$ cat config.mk
export PLATFORM = sky130hd
export DESIGN_NAME = cpu_core_bus
export DESIGN_NICKNAME = d
export VERILOG_FILES = /design/src/rtl/cpu_pkg.sv /design/src/rtl/cpu_regfile.sv /design/src/rtl/cpu_core_bus.sv
export SDC_FILE = /design/constraint.sdc
export NUM_CORES = 1
export LEC_CHECK = 0
export ABC_AREA = 1
export CAP_MARGIN = 15
export CORE_UTILIZATION = 30
export DETAILED_ROUTE_END_ITERATION = 6
export PLACE_DENSITY_LB_ADDON = 0.25
export SLEW_MARGIN = 20
export SYNTH_ARGS = -nofsm -noshare
export SYNTH_HDL_FRONTEND = slang
export SYNTH_HIERARCHICAL = 1
export SYNTH_SLANG_ARGS = --single-unit
$ cat constraint.sdc
create_clock -name clk -period 3.4 [get_ports clk]
set_input_delay 0.68 -clock clk [delete_from_list [all_inputs] [get_ports clk]]
set_output_delay 0.68 -clock clk [all_outputs]
set_load 0.1 [all_outputs]
$ cat src/rtl/cpu_pkg.sv
// Shared opcodes, FSM states and instruction field helpers
// for the parametrised multi-cycle core.
package cpu_pkg;

  localparam logic [3:0] OP_NOP = 4'h0;
  localparam logic [3:0] OP_ADD = 4'h1;
  localparam logic [3:0] OP_SUB = 4'h2;
  localparam logic [3:0] OP_AND = 4'h3;
  localparam logic [3:0] OP_OR  = 4'h4;
  localparam logic [3:0] OP_XOR = 4'h5;
  localparam logic [3:0] OP_SHL = 4'h6;
  localparam logic [3:0] OP_SHR = 4'h7;
  localparam logic [3:0] OP_LDI = 4'h8;
  localparam logic [3:0] OP_LD  = 4'h9;
  localparam logic [3:0] OP_ST  = 4'hA;
  localparam logic [3:0] OP_JMP = 4'hB;
  localparam logic [3:0] OP_JZ  = 4'hC;
  localparam logic [3:0] OP_JC  = 4'hD;
  localparam logic [3:0] OP_CMP = 4'hE;
  localparam logic [3:0] OP_HLT = 4'hF;

  typedef enum logic [2:0] {
    S_FETCH,
    S_FETCH_IMM,
    S_EXEC,
    S_MEM,
    S_HALT
  } state_t;

  // Fields sit at the top of the word: opcode, rd, rs.
  function automatic logic [3:0] op_of(
    input logic [63:0] w, input int dw);
    return 4'(w >> (dw - 4));
  endfunction

  function automatic logic [7:0] rd_of(
    input logic [63:0] w, input int dw, input int aw);
    return 8'((w >> (dw - 4 - aw)) & ((64'd1 << aw) - 64'd1));
  endfunction

  function automatic logic [7:0] rs_of(
    input logic [63:0] w, input int dw, input int aw);
    return 8'((w >> (dw - 4 - 2 * aw)) & ((64'd1 << aw) - 64'd1));
  endfunction

  function automatic logic has_imm(input logic [3:0] op);
    return op inside {OP_LDI, OP_JMP, OP_JZ, OP_JC};
  endfunction

endpackage

$ cat src/rtl/cpu_regfile.sv
// Register file: two asynchronous read ports,
// one synchronous write port, cleared on reset.
module cpu_regfile #(
  parameter int DATA_W = 8,
  parameter int REG_AW = 2
) (
  input  logic              clk,
  input  logic              reset,
  input  logic              we,
  input  logic [REG_AW-1:0] waddr,
  input  logic [DATA_W-1:0] wdata,
  input  logic [REG_AW-1:0] ra1,
  input  logic [REG_AW-1:0] ra2,
  output logic [DATA_W-1:0] rd1,
  output logic [DATA_W-1:0] rd2
);

  localparam int NREG = 2 ** REG_AW;

  logic [DATA_W-1:0] regs [NREG];

  always_ff @(posedge clk or posedge reset) begin
    if (reset) begin
      for (int i = 0; i < NREG; i++) regs[i] <= '0;
    end else if (we) begin
      regs[waddr] <= wdata;
    end
  end

  assign rd1 = regs[ra1];
  assign rd2 = regs[ra2];

endmodule

$ cat src/rtl/cpu_core_bus.sv
// Multi-cycle RISC core with carry flag and a single
// req/ack memory port shared by instruction and data.
module cpu_core_bus
  import cpu_pkg::*;
#(
  parameter int DATA_W   = 8,
  parameter int ADDR_W   = 8,
  parameter int REG_AW   = 2,
  parameter int RESET_PC = 0
) (
  input  logic              clk,
  input  logic              reset,
  output logic              mem_req,
  output logic              mem_we,
  output logic [ADDR_W-1:0] mem_addr,
  output logic [DATA_W-1:0] mem_wdata,
  input  logic              mem_ack,
  input  logic [DATA_W-1:0] mem_rdata,
  output logic              halt,
  output logic              retire,
  output logic [ADDR_W-1:0] pc_out,
  output logic [1:0]        flags_out
);

  state_t            state;
  logic [ADDR_W-1:0] pc;
  logic [ADDR_W-1:0] pc_inc;
  logic [ADDR_W-1:0] exec_pc;
  logic [DATA_W-1:0] ir;
  logic [DATA_W-1:0] imm;
  logic              c_flag;
  logic              z_flag;

  logic [3:0]        op;
  logic [REG_AW-1:0] rd;
  logic [REG_AW-1:0] rs;
  logic [DATA_W-1:0] a;
  logic [DATA_W-1:0] b;
  logic [DATA_W-1:0] res;
  logic              cout;
  logic              alu_wr;
  logic              flag_wr;
  logic              taken;
  logic              rf_we;
  logic [DATA_W-1:0] rf_wdata;

  assign op = op_of(64'(ir), DATA_W);
  assign rd = REG_AW'(rd_of(64'(ir), DATA_W, REG_AW));
  assign rs = REG_AW'(rs_of(64'(ir), DATA_W, REG_AW));

  assign pc_inc    = pc + ADDR_W'(1);
  assign pc_out    = pc;
  assign flags_out = {c_flag, z_flag};

  cpu_regfile #(.DATA_W(DATA_W), .REG_AW(REG_AW)) u_rf (
    .clk   (clk),
    .reset (reset),
    .we    (rf_we),
    .waddr (rd),
    .wdata (rf_wdata),
    .ra1   (rd),
    .ra2   (rs),
    .rd1   (a),
    .rd2   (b)
  );

  always_comb begin
    res  = '0;
    cout = 1'b0;
    case (op)
      OP_ADD: {cout, res} = {1'b0, a} + {1'b0, b};
      OP_SUB, OP_CMP: begin
        res  = a - b;
        cout = b > a;
      end
      OP_AND: res = a & b;
      OP_OR:  res = a | b;
      OP_XOR: res = a ^ b;
      OP_SHL: begin
        res  = a << 1;
        cout = a[DATA_W-1];
      end
      OP_SHR: begin
        res  = a >> 1;
        cout = a[0];
      end
      default: ;
    endcase
  end

  assign alu_wr  = op inside {[OP_ADD:OP_SHR]};
  assign flag_wr = alu_wr || (op == OP_CMP);
  assign taken   = (op == OP_JMP) ||
                   (op == OP_JZ && z_flag) ||
                   (op == OP_JC && c_flag);
  assign exec_pc = taken ? ADDR_W'(imm) : pc;

  always_comb begin
    rf_we    = 1'b0;
    rf_wdata = res;
    if (state == S_EXEC && alu_wr) begin
      rf_we = 1'b1;
    end else if (state == S_EXEC && op == OP_LDI) begin
      rf_we    = 1'b1;
      rf_wdata = imm;
    end else if (state == S_MEM && op == OP_LD && mem_ack) begin
      rf_we    = 1'b1;
      rf_wdata = mem_rdata;
    end
  end

  // Bus outputs are registered; the first fetch after reset
  // spends one cycle raising mem_req.
  always_ff @(posedge clk or posedge reset) begin
    if (reset) begin
      state     <= S_FETCH;
      pc        <= ADDR_W'(RESET_PC);
      ir        <= '0;
      imm       <= '0;
      c_flag    <= 1'b0;
      z_flag    <= 1'b0;
      mem_req   <= 1'b0;
      mem_we    <= 1'b0;
      mem_addr  <= '0;
      mem_wdata <= '0;
      halt      <= 1'b0;
      retire    <= 1'b0;
    end else begin
      retire <= 1'b0;
      case (state)
        S_FETCH: begin
          if (!mem_req) begin
            mem_req  <= 1'b1;
            mem_we   <= 1'b0;
            mem_addr <= pc;
          end else if (mem_ack) begin
            ir <= mem_rdata;
            pc <= pc_inc;
            if (has_imm(op_of(64'(mem_rdata), DATA_W))) begin
              state    <= S_FETCH_IMM;
              mem_addr <= pc_inc;
            end else begin
              state   <= S_EXEC;
              mem_req <= 1'b0;
            end
          end
        end
        S_FETCH_IMM: begin
          if (mem_ack) begin
            imm     <= mem_rdata;
            pc      <= pc_inc;
            state   <= S_EXEC;
            mem_req <= 1'b0;
          end
        end
        S_EXEC: begin
          state    <= S_FETCH;
          mem_req  <= 1'b1;
          mem_we   <= 1'b0;
          mem_addr <= exec_pc;
          pc       <= exec_pc;
          retire   <= 1'b1;
          if (flag_wr) begin
            c_flag <= cout;
            z_flag <= (res == '0);
          end
          if (op == OP_LD || op == OP_ST) begin
            state     <= S_MEM;
            mem_addr  <= ADDR_W'(b);
            mem_we    <= (op == OP_ST);
            mem_wdata <= a;
            retire    <= 1'b0;
          end else if (op == OP_HLT) begin
            state   <= S_HALT;
            mem_req <= 1'b0;
            halt    <= 1'b1;
          end
        end
        S_MEM: begin
          if (mem_ack) begin
            state    <= S_FETCH;
            mem_we   <= 1'b0;
            mem_addr <= pc;
            retire   <= 1'b1;
          end
        end
        default: ;
      endcase
    end
  end

endmodule

### Yosys cells after proc, flatten, opt, wreduce, memory -nomap -nowiden

Index checks and enable logic that the tools add are counted.

| word-level totals | value |
|---|---|
| bits of input ports | 11 |
| register bits | 81 |
| logic and storage cells | 137 |
| output and inout port bits | 30 |

| cells by class | value |
|---|---|
| order comparisons | 6 |
| bitwise operators | 6 |
| multiplexer cells | 48 |
| eq/ne operators | 29 |
| add/sub/neg operators | 3 |
| reductions and logical operators | 29 |

Operators with widths:

| operator | count |
|---|---|
| $mux W8 | 16 |
| $pmux W8 S7 | 1 |
| $eq A4 B4 Y1 const B | 12 |
| $pmux W8 S3 | 2 |
| $bmux W8 S2 | 2 |
| $bwmux W32 | 1 |
| $mux W3 | 6 |
| $demux W8 S2 | 1 |
| $eq A4 B3 Y1 const B | 4 |
| $mux W1 | 13 |
| $pmux W3 S4 | 1 |
| $ne A2 B2 Y1 const B | 5 |
| $reduce_and A2 Y1 | 5 |
| $add A8 B8 Y9 | 1 |
| $reduce_and A3 Y1 | 3 |
| $add A8 B1 Y8 const B | 1 |
| $and A8 B8 Y8 | 1 |
| $eq A4 B2 Y1 const B | 2 |
| $gt A8 B8 Y1 | 1 |
| $logic_and A1 B1 Y1 | 8 |
| $logic_not A8 Y1 | 1 |
| $or A8 B8 Y8 | 1 |
| $reduce_bool A4 Y1 | 2 |
| $sub A8 B8 Y8 | 1 |
| 21 further kinds | 30 |

### Longest topological paths before layout

| depth | value |
|---|---|
| depth after elaboration | 10 |
| depth in mapped cells | 22 |
| mapped depth without buffers | 19 |

### Hierarchy

The synthesis kept the hierarchy.

Modules (own cells, without submodules):

| module | instances | sequential area each (sq um) | area each (sq um) | cells each |
|---|---|---|---|---|
| cpu_core_bus | 1 | 1226.2 | 4141.5 | 626 |
| cpu_regfile | 1 | 800.8 | 2057.0 | 298 |

### Worst setup path before layout

OpenSTA, ideal clock, no wires.

| timing path | value |
|---|---|
| path type | flip-flop to flip-flop |
| start | register ir[2] |
| end | register u_rf/regs[12] (netlist bit) |
| period minus slack after synthesis | 2.703 ns |
| data arrival time | 2.586 ns |
| library setup time | 0.117 ns |
| slack | 0.697 ns |
| stages on the path, launching flop included | 18 |
| required time | 3.283 ns |
| buffers on the path | 2 |
| cells stage by stage | dfrtp_1 buf_4 inv_2 buf_4 nand2_1 nand3_1 nand2_1 inv_1 ha_1 fa_1 o21ai_0 nand3_1 nand3_1 nand2_1 nor2_1 o221ai_1 nand4_1 nand2_1 |

| between the ends | value |
|---|---|
| word-level cells in the longest chain between the ends | 10 |
| elaborated cells between the ends (all ways) | 19 |
| those cells by class | 2 x add/sub; 2 x order compare; 10 x mux; 4 x bitwise; 1 x reduce/logical |

RTL lines:

| element | line | text |
|---|---|---|
| start: declaration | cpu_core_bus.sv:29 | `logic [DATA_W-1:0] ir;` |
| start signal: assignment | cpu_core_bus.sv:137 | `ir <= mem_rdata;` |
| $not A2 Y3 (implied by the code) * | cpu_regfile.sv:30 | `assign rd1 = regs[ra1];` |
| $bmux W8 S2 * | cpu_regfile.sv:30 |  |
| $mux W8 (implied by the code) * (2 in series) | cpu_regfile.sv:30 |  |
| via a[0] | cpu_core_bus.sv:37 | `logic [DATA_W-1:0] a;` |
| $sub A8 B8 Y8 / $add A8 B8 Y9 (equally long branches) | cpu_core_bus.sv:73, cpu_core_bus.sv:71 |  |
| $pmux W8 S7 * | cpu_core_bus.sv:70 | `case (op)` |
| $mux W8 | cpu_core_bus.sv:106 | `end else if (state == S_MEM && op == OP_LD && mem_ack) begin` |
| $mux W8 | cpu_core_bus.sv:103 | `end else if (state == S_EXEC && op == OP_LDI) begin` |
| $mux W8 * | cpu_core_bus.sv:101 | `if (state == S_EXEC && alu_wr) begin` |
| via rf_wdata[4] | cpu_core_bus.sv:45 | `logic [DATA_W-1:0] rf_wdata;` |
| $bwmux W32 * | cpu_regfile.sv:26 | `regs[waddr] <= wdata;` |
| end signal: indexed assignment | cpu_regfile.sv:26 |  |
| end: declaration | cpu_regfile.sv:20 | `logic [DATA_W-1:0] regs [NREG];` |

The timed path passes the listed nets; every way through them passes the cells marked *. The select of a mux whose other input is x is not followed.
A chain may end at the register's enable or synchronous reset.

### Worst setup path in the final report

| timing path | value |
|---|---|
| start | register ir[2] |
| end | register u_rf/regs[28] (netlist bit) |

Same word-level chain as after synthesis.

==> flow_summary_export.csv <==
group,metric,value,unit
sta,setup_viol,0,
worst_setup_path,cp_top_family,"simple AND/OR/NAND/NOR gates",
hold_path,min_path_cells,2,
routing,drtAntennaViolNets,0,
global_routing,grt_max_degree,50,
finish,area_growth,14.7,%
finish,antenna_cells,0,
sta,post-route-min-period,3.18,ns
sta,hold_viol,0,
global_routing,grt_pass1_vias,5697,
clock_network,clkTransAtPathRegs,0.06,ns
synthesis,ys_seq_elements,81,
sta,clock_skew,0.00809,ns
sta,slew-limit-headroom,35.1,%
sta,worst_pin_slew,0.971,ns
finish,layout.nets,999,
global_routing,grt_overflow,0,
worst_setup_path,startpoint_type,"flip-flop",
sta,fin_setup_tns,0,ns
finish,drive_gt1_share,11.0,%
routing,vias_per_cell,4.90,
routing,drt-pass1-iter-count,5,
die,dieHeight,146,µm
worst_setup_path,crit_chain,"buf_12 > nand2_1 > nand3_1 > nand2_1 > inv_1 > fa_1 > o21ai_0 > nand3_1 > nand3_1 > nand2_1 > nor2_1 > o221ai_1 > nand3_1 > nand2_1",
routing,routed-wl-met2,8580,µm
clock_network,cts_sinks,81,
clock_network,cts-root-buf,"clkbuf_16",
worst_setup_path,reg2reg_from,"ir[2]$_DFFE_PP0P_",
placed_design,portBuffers,40,
worst_setup_path,worst-setup-path-type,"reg2reg",
sta,rsz0062_at_grt,"no",
die,die_area,21200,µm²
worst_setup_path,r2r-end,"u_rf/regs[28]$_DFFE_PP0P_",
global_routing,grt_pass1_wl,32100,µm
worst_setup_path,critPathRequiredTime,3.65,ns
finish,nFillCells,2183,
routing,routed-via-count,6055,
hold_path,hold_class,"reg2reg",
synthesis,ys_seq_area_share,32.7,%
synthesis,synth.distinct_cells,42,
synthesis,synth_cells,924,
die,die_w,146,µm
die,rows,52,
placed_design,post-dp-hpwl,15300,µm
hold_path,hold_start,"halt$_DFFE_PP0P_",
routing,top_layer_used,"met4",
global_routing,grt_util_all_layers,19.6,%
routing,wire_per_inst,16.1,µm
global_routing,antenna_found_initial,0,
hold_path,min_to,"halt$_DFFE_PP0P_",
routing,drt-initial-drc-count,679,
synthesis,syn-cell-area,6200,µm²
worst_setup_path,crit_path_max_incr_delay,0.52,ns
worst_setup_path,path_buf_inv,2,
clock_network,insertion_delay,0.35,ns
clock_network,h-tree-depth,3,
synthesis,syn_nets,962,
worst_setup_path,reg2reg_depth,14,
die,start_util,30.6,%
finish,final_cell_mix,"nand2_1 (305), inv_1 (127), dfrtp_1 (81)",
worst_setup_path,cp_max_fo,27,
synthesis,syn_area_per_cell,6.71,µm²
synthesis,synth_warnings,6,
flow_run,cap_violations,0,
sta,finalCritPeriodShare,93.4,%
worst_setup_path,critPathSlowestCell,"fa_1",
worst_setup_path,worst-endpoint-arrival,3.42,ns
clock_network,cts_buffers,9,
clock_network,tritoncts,"built",
worst_setup_path,end_kind,"flip-flop",
routing,wl_met3,1080,µm
placed_design,gp_congestion,0.900,
worst_setup_path,startpoint,"ir[2]$_DFFE_PP0P_",
die,fp.coreArea,20200,µm²
worst_setup_path,r2r_setup_slack,0.22,ns
routing,drt-met1-wl,9560,µm
finish,layout_commonest_cell,"nand2_1",
sta,drv_slew,0,
sta,max_clock_freq,315,MHz
routing,drc_errors,0,
finish,fin_util,35.1,%
status,status,"complete, no violations",
die,pin_count,41,
clock_network,cts.path.max_buffers,2,
routing,routed_wl,20000,µm
==> area by class of cell <==
cell class / count / area [µm²] / area share [%]
clock inverters: 4 / 52.6 / 0.739
flip-flops and latches: 81 / 2030 / 28.5
multi-input cells: 666 / 3410 / 48.0
repair buffers: 58 / 485 / 6.83
well taps: 270 / 338 / 4.75
inverters: 145 / 547 / 7.69
clock buffers: 12 / 246 / 3.47
==> worst max path at each step <==
stage | to | depth (start not counted) | slack (ns)
after floorplan | u_rf/regs[12]$_DFFE_PP0P_ | 17 | 0.70
after global placement | u_rf/regs[23]$_DFFE_PP0P_ | 16 | 0.14
after detailed placement | u_rf/regs[23]$_DFFE_PP0P_ | 16 | 0.17
after CTS | u_rf/regs[23]$_DFFE_PP0P_ | 16 | 0.15
after global routing | u_rf/regs[28]$_DFFE_PP0P_ | 14 | 0.02
final | u_rf/regs[28]$_DFFE_PP0P_ | 14 | 0.22
==> routing by layer <==
metal  up-vias  global-route usage (%)
li1       3024                       -
met1      2793                    27.6
met2       195                    29.1
met3        43                    3.57
met4         0                    9.05
met5         -                       0
==> what timing repair did <==
item                       CTS  global route
hold endpoints to repair     0             0
setup endpoints to repair    0             4
gates resized for setup      0             2
buffers inserted             0             0
hold buffers                 0             0
==> through the flow <==
step	worst slack, ns	cells	cell area (µm²)	hold slack (ns)
after floorplan	0.697	924	6200	0.442
after global placement	0.139	1220	6800	0.456
after detailed placement	0.165	1220	6800	0.457
after CTS	0.153	1236	7100	0.471
after global routing	0.0229	1236	7110	0.496
final	0.223	1236	7110	0.466
==> cells in the mapped netlist (all sizes together) <==
master	count	area [µm²]
nand2	313	1210
inv	144	543
nand3	84	463
dfrtp	81	2030
o21ai	71	389
nor2	62	269
a21oi	27	139
buf	27	203
ha	25	313
nand4	25	156
o22ai	10	62.6
nor3	9	55.1
o211ai	8	65.1
o221ai	8	70.1
clkbuf	5	18.8
o21bai	5	37.5
xor2	5	43.8
nand3b	3	22.5
or2	3	18.8
xnor2	3	26.3
fa	2	40.0
a21o	1	7.51
a22oi	1	7.51
clkinv	1	3.75
o21a	1	7.51
==> registers in the layout, indices dropped and copies added, names as in the netlist <==
register   count
mem_wdata      8
pc_out         8
u_rf/regs     32
ir             8
mem_req        1
z_flag         1
mem_addr       8
halt           1
retire         1
state          3
c_flag         1
imm            8
mem_we         1
==> worst min-delay path, delay by kind of cell (launching register included) <==
| family | cells | cell delay, ns |
|---|---|---|
| flip-flops | 1 | 0.34 |
| AND/OR/NAND/NOR | 1 | 0.05 |
| buffers and inverters | 1 | 0.04 |
==> logic make-up after synthesis <==
| kind of cell | Yosys count | share of synthesized area [%] |
|---|---|---|
| and+or+nand+nor | 499 | 35.4 |
| buffers and inverters | 177 | 12.4 |
| AOI/OAI and AO/OA | 132 | 12.7 |
| DFF | 81 | 32.7 |
| adders and majority gates | 27 | 5.69 |
| xor gates and xnor gates | 8 | 1.13 |
Power is not shown: default switching activity piles up to over one toggle a cycle in this logic, so the estimate is an artifact.
==> patch 1, RTL diff (config.mk and constraints unchanged) <==
`ADDR_W`: 8 -> 7.
--- a/src/rtl/cpu_core_bus.sv
+++ b/src/rtl/cpu_core_bus.sv
@@ -4,7 +4,7 @@
   import cpu_pkg::*;
 #(
   parameter int DATA_W   = 8,
-  parameter int ADDR_W   = 8,
+  parameter int ADDR_W   = 7,
   parameter int REG_AW   = 2,
   parameter int RESET_PC = 0
 ) (
Ports: changed (resized mem_addr and pc_out); port bits go from 41 to 39. No check against the original RTL was run, so the function may have changed too.
==> patch 1 against the original RTL <==
The run now ends with design-rule violations left; setup slack gained 0.093 ns; cell area shrank 2.8%; sequential cell count shrank 2; die area shrank 3.3%; wire length shrank 4.0%; maximum frequency grew 3.0%; highest routed layer unchanged; critical path type unchanged; synthesized area shrank 3.4%.
Power is not shown: default switching activity piles up to over one toggle a cycle in this logic, so the estimate is an artifact.
==> patch 1: results (changes against the original RTL) <==
clock_tree:
  cts_resized: 0  # unchanged
  cts_buffers: 9  # unchanged
  clk_pin_slew_ns: 0.06  # about the same
  cts_setup_buffers: 0  # unchanged
  worstSkewPairLatency_ns: 0.35  # about the same
detailed_routing:
  wirelength_mm: 19.2  # -4.0%
  drt-initial-drc-count: 446  # -34%
  route.detailed.drc: 2  # +2
  viasPerCell: 4.88  # -0.36%
  drt-pass1-iter-count: 7  # +2
sta:
  finalHoldWorstSlack_ns: 0.470  # +0.00417 ns
  worst_slew_pin_slew_ns: 1.04  # +0.0739 ns
  setup_ws_ns: 0.316  # +0.0933 ns
  hold_viol_final: 0  # unchanged
  skew_ns: 0.0107  # +0.00260 ns
yosys:
  synthDistinctLibCells: 37  # -12%
  ys.flop_type: "dfrtp_1"
  synthTopCellsByCount: "nand2_1, inv_1, nand3_1, dfrtp_1, nor2_1"
  yosys_register_bits: 79  # -2.5%
  ys_seq_area_frac: 0.330  # +0.00298
  synth_cells: 906  # -1.9%
  yosys_warnings: 6  # unchanged
  synth_nets: 944  # -1.9%
  synthTopCellsByArea: "dfrtp_1, nand2_1, inv_1, nand3_1, ha_1"
critical_path:
  crit_fanout: 9  # -67%
  rr_worst_depth: 16  # +2
  startpoint: "ir[1]"
  reg2reg_from: "ir[1]"
  slowest_stage: "ha_1"
  arrival_ns: 3.33  # -0.09 ns
  endpoint: "u_rf/regs[23]"
  critPathMaxStageDelay_ns: 0.47  # -0.05 ns
global_routing:
  antenna_found_initial: 0  # unchanged
  grt_pass1_wl_mm: 30.7  # -4.3%
  grt_usage: 0.197  # +0.00102
  grt_max_degree: 33  # -34%
  grt_pass1_vias: 5533  # -2.9%
finish:
  insertedDiodeCount: 0  # unchanged
  nets: 978  # -2.1%
  stdcell_count: 1210  # -2.1%
  layout-drive-gt1-share: 0.0878  # -0.0219
  largest_reg_flops: 32  # unchanged
  regMostFlops: "u_rf/regs"
placement:
  port_buffers: 38  # -5.0%
  placed_area_sq_mm: 0.00659  # -3.1%
  dpl.hpwl_mm: 14.8  # -3.5%
  dp_slack_ns: 0.344  # +0.179 ns
  place_congestion: 0.932  # +3.6%
worst_hold_path:
  min_path_type: "reg2reg"
outcome:
  violations: "design-rule violations"
  status: "finished with violations"
-- patch 1: cell types whose count changed in the layout (fill, tap and decap cells not counted), sizes merged, moves of 6 or more --
cell / unedited run / this run
nand2: 313 / 297
a21oi: 27 / 15
nor2: 62 / 72
o21ai: 71 / 64
nand3: 84 / 92
buf: 43 / 37
o22ai: 10 / 17
-- patch 1: layout make-up --
| class | instances | area [sq um] |
|---|---|---|
| clock inverter | 6 | 92.6 |
| clock buffer | 10 | 229 |
| tap | 265 | 332 |
| inverter | 147 | 552 |
| multi-input combinational | 647 | 3250 |
| timing repair buffer | 56 | 480 |
| fill | 2189 | 12600 |
| sequential | 79 | 1980 |
-- patch 1: worst min path at each step --
stage,from,to,cells after the start
floorplan,u_rf/regs[10],u_rf/regs[10],2
global placement,halt,halt,2
detailed placement,u_rf/regs[11],u_rf/regs[11],2
CTS,u_rf/regs[11],u_rf/regs[11],2
global route,halt,halt,2
finish,u_rf/regs[11],u_rf/regs[11],2
-- patch 1: metal layers --
layer | part of all wire | track usage | vias up
met1 | 0.48 | 0.278 | 2747
met3 | 0.052 | 0.0370 | 29
met2 | 0.44 | 0.302 | 172
met4 | 0.024 | 0.0655 | 0
met5 | 0 | 0 | -
li1 | - | - | 2958
-- patch 1: logic make-up (layout without fill, tap and decap cells) --
logic type / count (synthesis) / after routing / synth area share
compound gates: 113 / 113 / 0.112
xor+xnor: 6 / 6 / 0.00877
fa+ha+maj: 27 / 27 / 0.0589
buf+inv: 180 / 219 / 0.128
flops: 79 / 79 / 0.330
simple gates: 501 / 501 / 0.363
==> patch 2, RTL diff (same flow settings) <==
Made on the original files. Remove the case item `OP_SUB, OP_CMP` of the case on `op`.
--- a/src/rtl/cpu_core_bus.sv
+++ b/src/rtl/cpu_core_bus.sv
@@ -69,10 +69,6 @@
     cout = 1'b0;
     case (op)
       OP_ADD: {cout, res} = {1'b0, a} + {1'b0, b};
-      OP_SUB, OP_CMP: begin
-        res  = a - b;
-        cout = b > a;
-      end
       OP_AND: res = a & b;
       OP_OR:  res = a | b;
       OP_XOR: res = a ^ b;
Function: changed (Yosys sat finds a counterexample within 10 cycles, from zero or initial values and one cycle with reset high).
==> patch 2 against the original RTL <==
Sequential share of layout area rose by 1.9 points; cell area shrank 6.2%; setup slack better by 0.16 ns; via count down 6.3%; count of clock-buffer cells in the layout down 3; synthesized area decreased by 6.8%; sequential cell count unchanged; wire length down 10%; critical path type unchanged; largest cell class unchanged; highest routed layer unchanged.
Power is not shown: default switching activity piles up to over one toggle a cycle in this logic, so the estimate is an artifact.
==> patch 2: results (changes against the original RTL) <==
outcome:
  status: "finished clean"
worst_hold_path:
  min_path_type: "reg2reg"
  min_from: "halt"
sta:
  skew_ns: 0.0107  # +0.00264 ns
  slew_headroom: 0.354  # +0.00329
yosys:
  synthTopCellsByArea: "dfrtp_1, nand2_1, inv_1, nand3_1, ha_1"
  synthTopCellsByCount: "nand2_1, inv_1, nand3_1, dfrtp_1, nor2_1"
  synth_nets: 898  # -6.7%
  ys_seq_area_frac: 0.351  # +0.0238
  synthDistinctLibCells: 42  # unchanged
  async_flop_share: 1.00  # unchanged
critical_path:
  slowest_stage: "dfrtp_1"
  critPathTopFamily: "simple AND/OR/NAND/NOR gates"
  arrival_ns: 3.26  # -0.16 ns
  path_class: "reg2reg"
  critPathMaxStageDelay_ns: 0.52  # about the same
  reg2reg_from: "ir[3]"
  crit_fanout: 10  # -63%
placement:
  dpl.hpwl_mm: 14.1  # -8.3%
  place_congestion: 0.923  # +2.5%
  port_buffers: 40  # unchanged
clock_tree:
  cts_buffers: 9  # unchanged
  clock-root-buffer: "clkbuf_16"
detailed_routing:
  dr.max_layer_used: "met4"
  viasPerCell: 4.94  # +0.93%
  wirelength_mm: 17.9  # -10%
  drt-pass1-iter-count: 7  # +2
  met2WireLength_mm: 7.69  # -10%
  drt-initial-drc-count: 519  # -24%
  met1_length_mm: 8.82  # -7.7%
  wl_met3_um: 996  # -7.9%
finish:
  regMostFlops: "u_rf/regs"
  nets: 938  # -6.1%
  largest_reg_flops: 32  # unchanged
  layout-drive-gt1-share: 0.106  # -0.00360
global_routing:
  grt_max_degree: 50  # unchanged
  antenna_found_initial: 0  # unchanged
  grt_pass1_vias: 5262  # -7.6%
  grt_usage: 0.191  # -0.00536
  grt_pass1_wl_mm: 29.2  # -9.1%
-- patch 2: cell type report --
type	count	area, sq um
clock buffer	9	225
clock inverter	7	86.3
fill	2035	12100
inverter	139	522
multi-input combinational	622	3050
sequential	81	2030
tap	234	293
timing repair buffer	56	463
-- patch 2: worst reg2reg max path, stage by stage, from the launching register on --
cell and delay, ns:
dfrtp_1 0.52, inv_1 0.21, nand3_1 0.12, nand2_1 0.13, ha_1 0.29, fa_1 0.42
nand2_1 0.08, nand2_1 0.08, nand2_1 0.10, nand2_1 0.05, nand3_1 0.07, nand2_1 0.05
nor2_1 0.19, o221ai_1 0.33, nand4_1 0.20, nand2_1 0.06
-- patch 2: metal layers --
| metal | vias to the layer above | global-route usage |
|---|---|---|
| met5 | - | 0 |
| met1 | 2628 | 0.282 |
| li1 | 2839 | - |
| met2 | 181 | 0.283 |
| met3 | 28 | 0.0272 |
| met4 | 0 | 0.0652 |
-- patch 2: path summary, 6_finish.rpt --
| kind | endpoint | slack (ns) | cells past startpoint |
|---|---|---|---|
| max | u_rf/regs[12] | 0.38 | 15 |
| min reg2reg | halt | 0.47 | 2 |
| max reg2reg | u_rf/regs[12] | 0.38 | 15 |
| min | halt | 0.47 | 2 |
| min in group asynchronous | u_rf/regs[21] | 0.77 | 3 |
| max in group asynchronous | c_flag | 2.08 | 3 |
-- patch 2: metrics by stage --
stage          utilization  instances  setup WS (ns)  instance area [sq um]
2_1_floorplan            -        869          0.805                   5780
3_3_place_gp         0.339       1132          0.496                   6350
3_5_place_dp         0.339       1132          0.433                   6350
4_1_cts              0.355       1148          0.412                   6670
5_1_grt              0.355       1148          0.124                   6670
6_report             0.355       1148          0.385                   6670
-- patch 2: kinds of logic (layout without fill, tap and decap cells) --
| logic type | count (synthesis) | after routing | synth area share |
|---|---|---|---|
| and+or+nand+nor | 488 | 488 | 0.367 |
| AOI/OAI and AO/OA | 110 | 110 | 0.112 |
| DFF | 81 | 81 | 0.351 |
| xor gates and xnor gates | 6 | 6 | 0.00909 |
| buffers and inverters | 166 | 211 | 0.121 |
| adders and majority gates | 18 | 18 | 0.0403 |
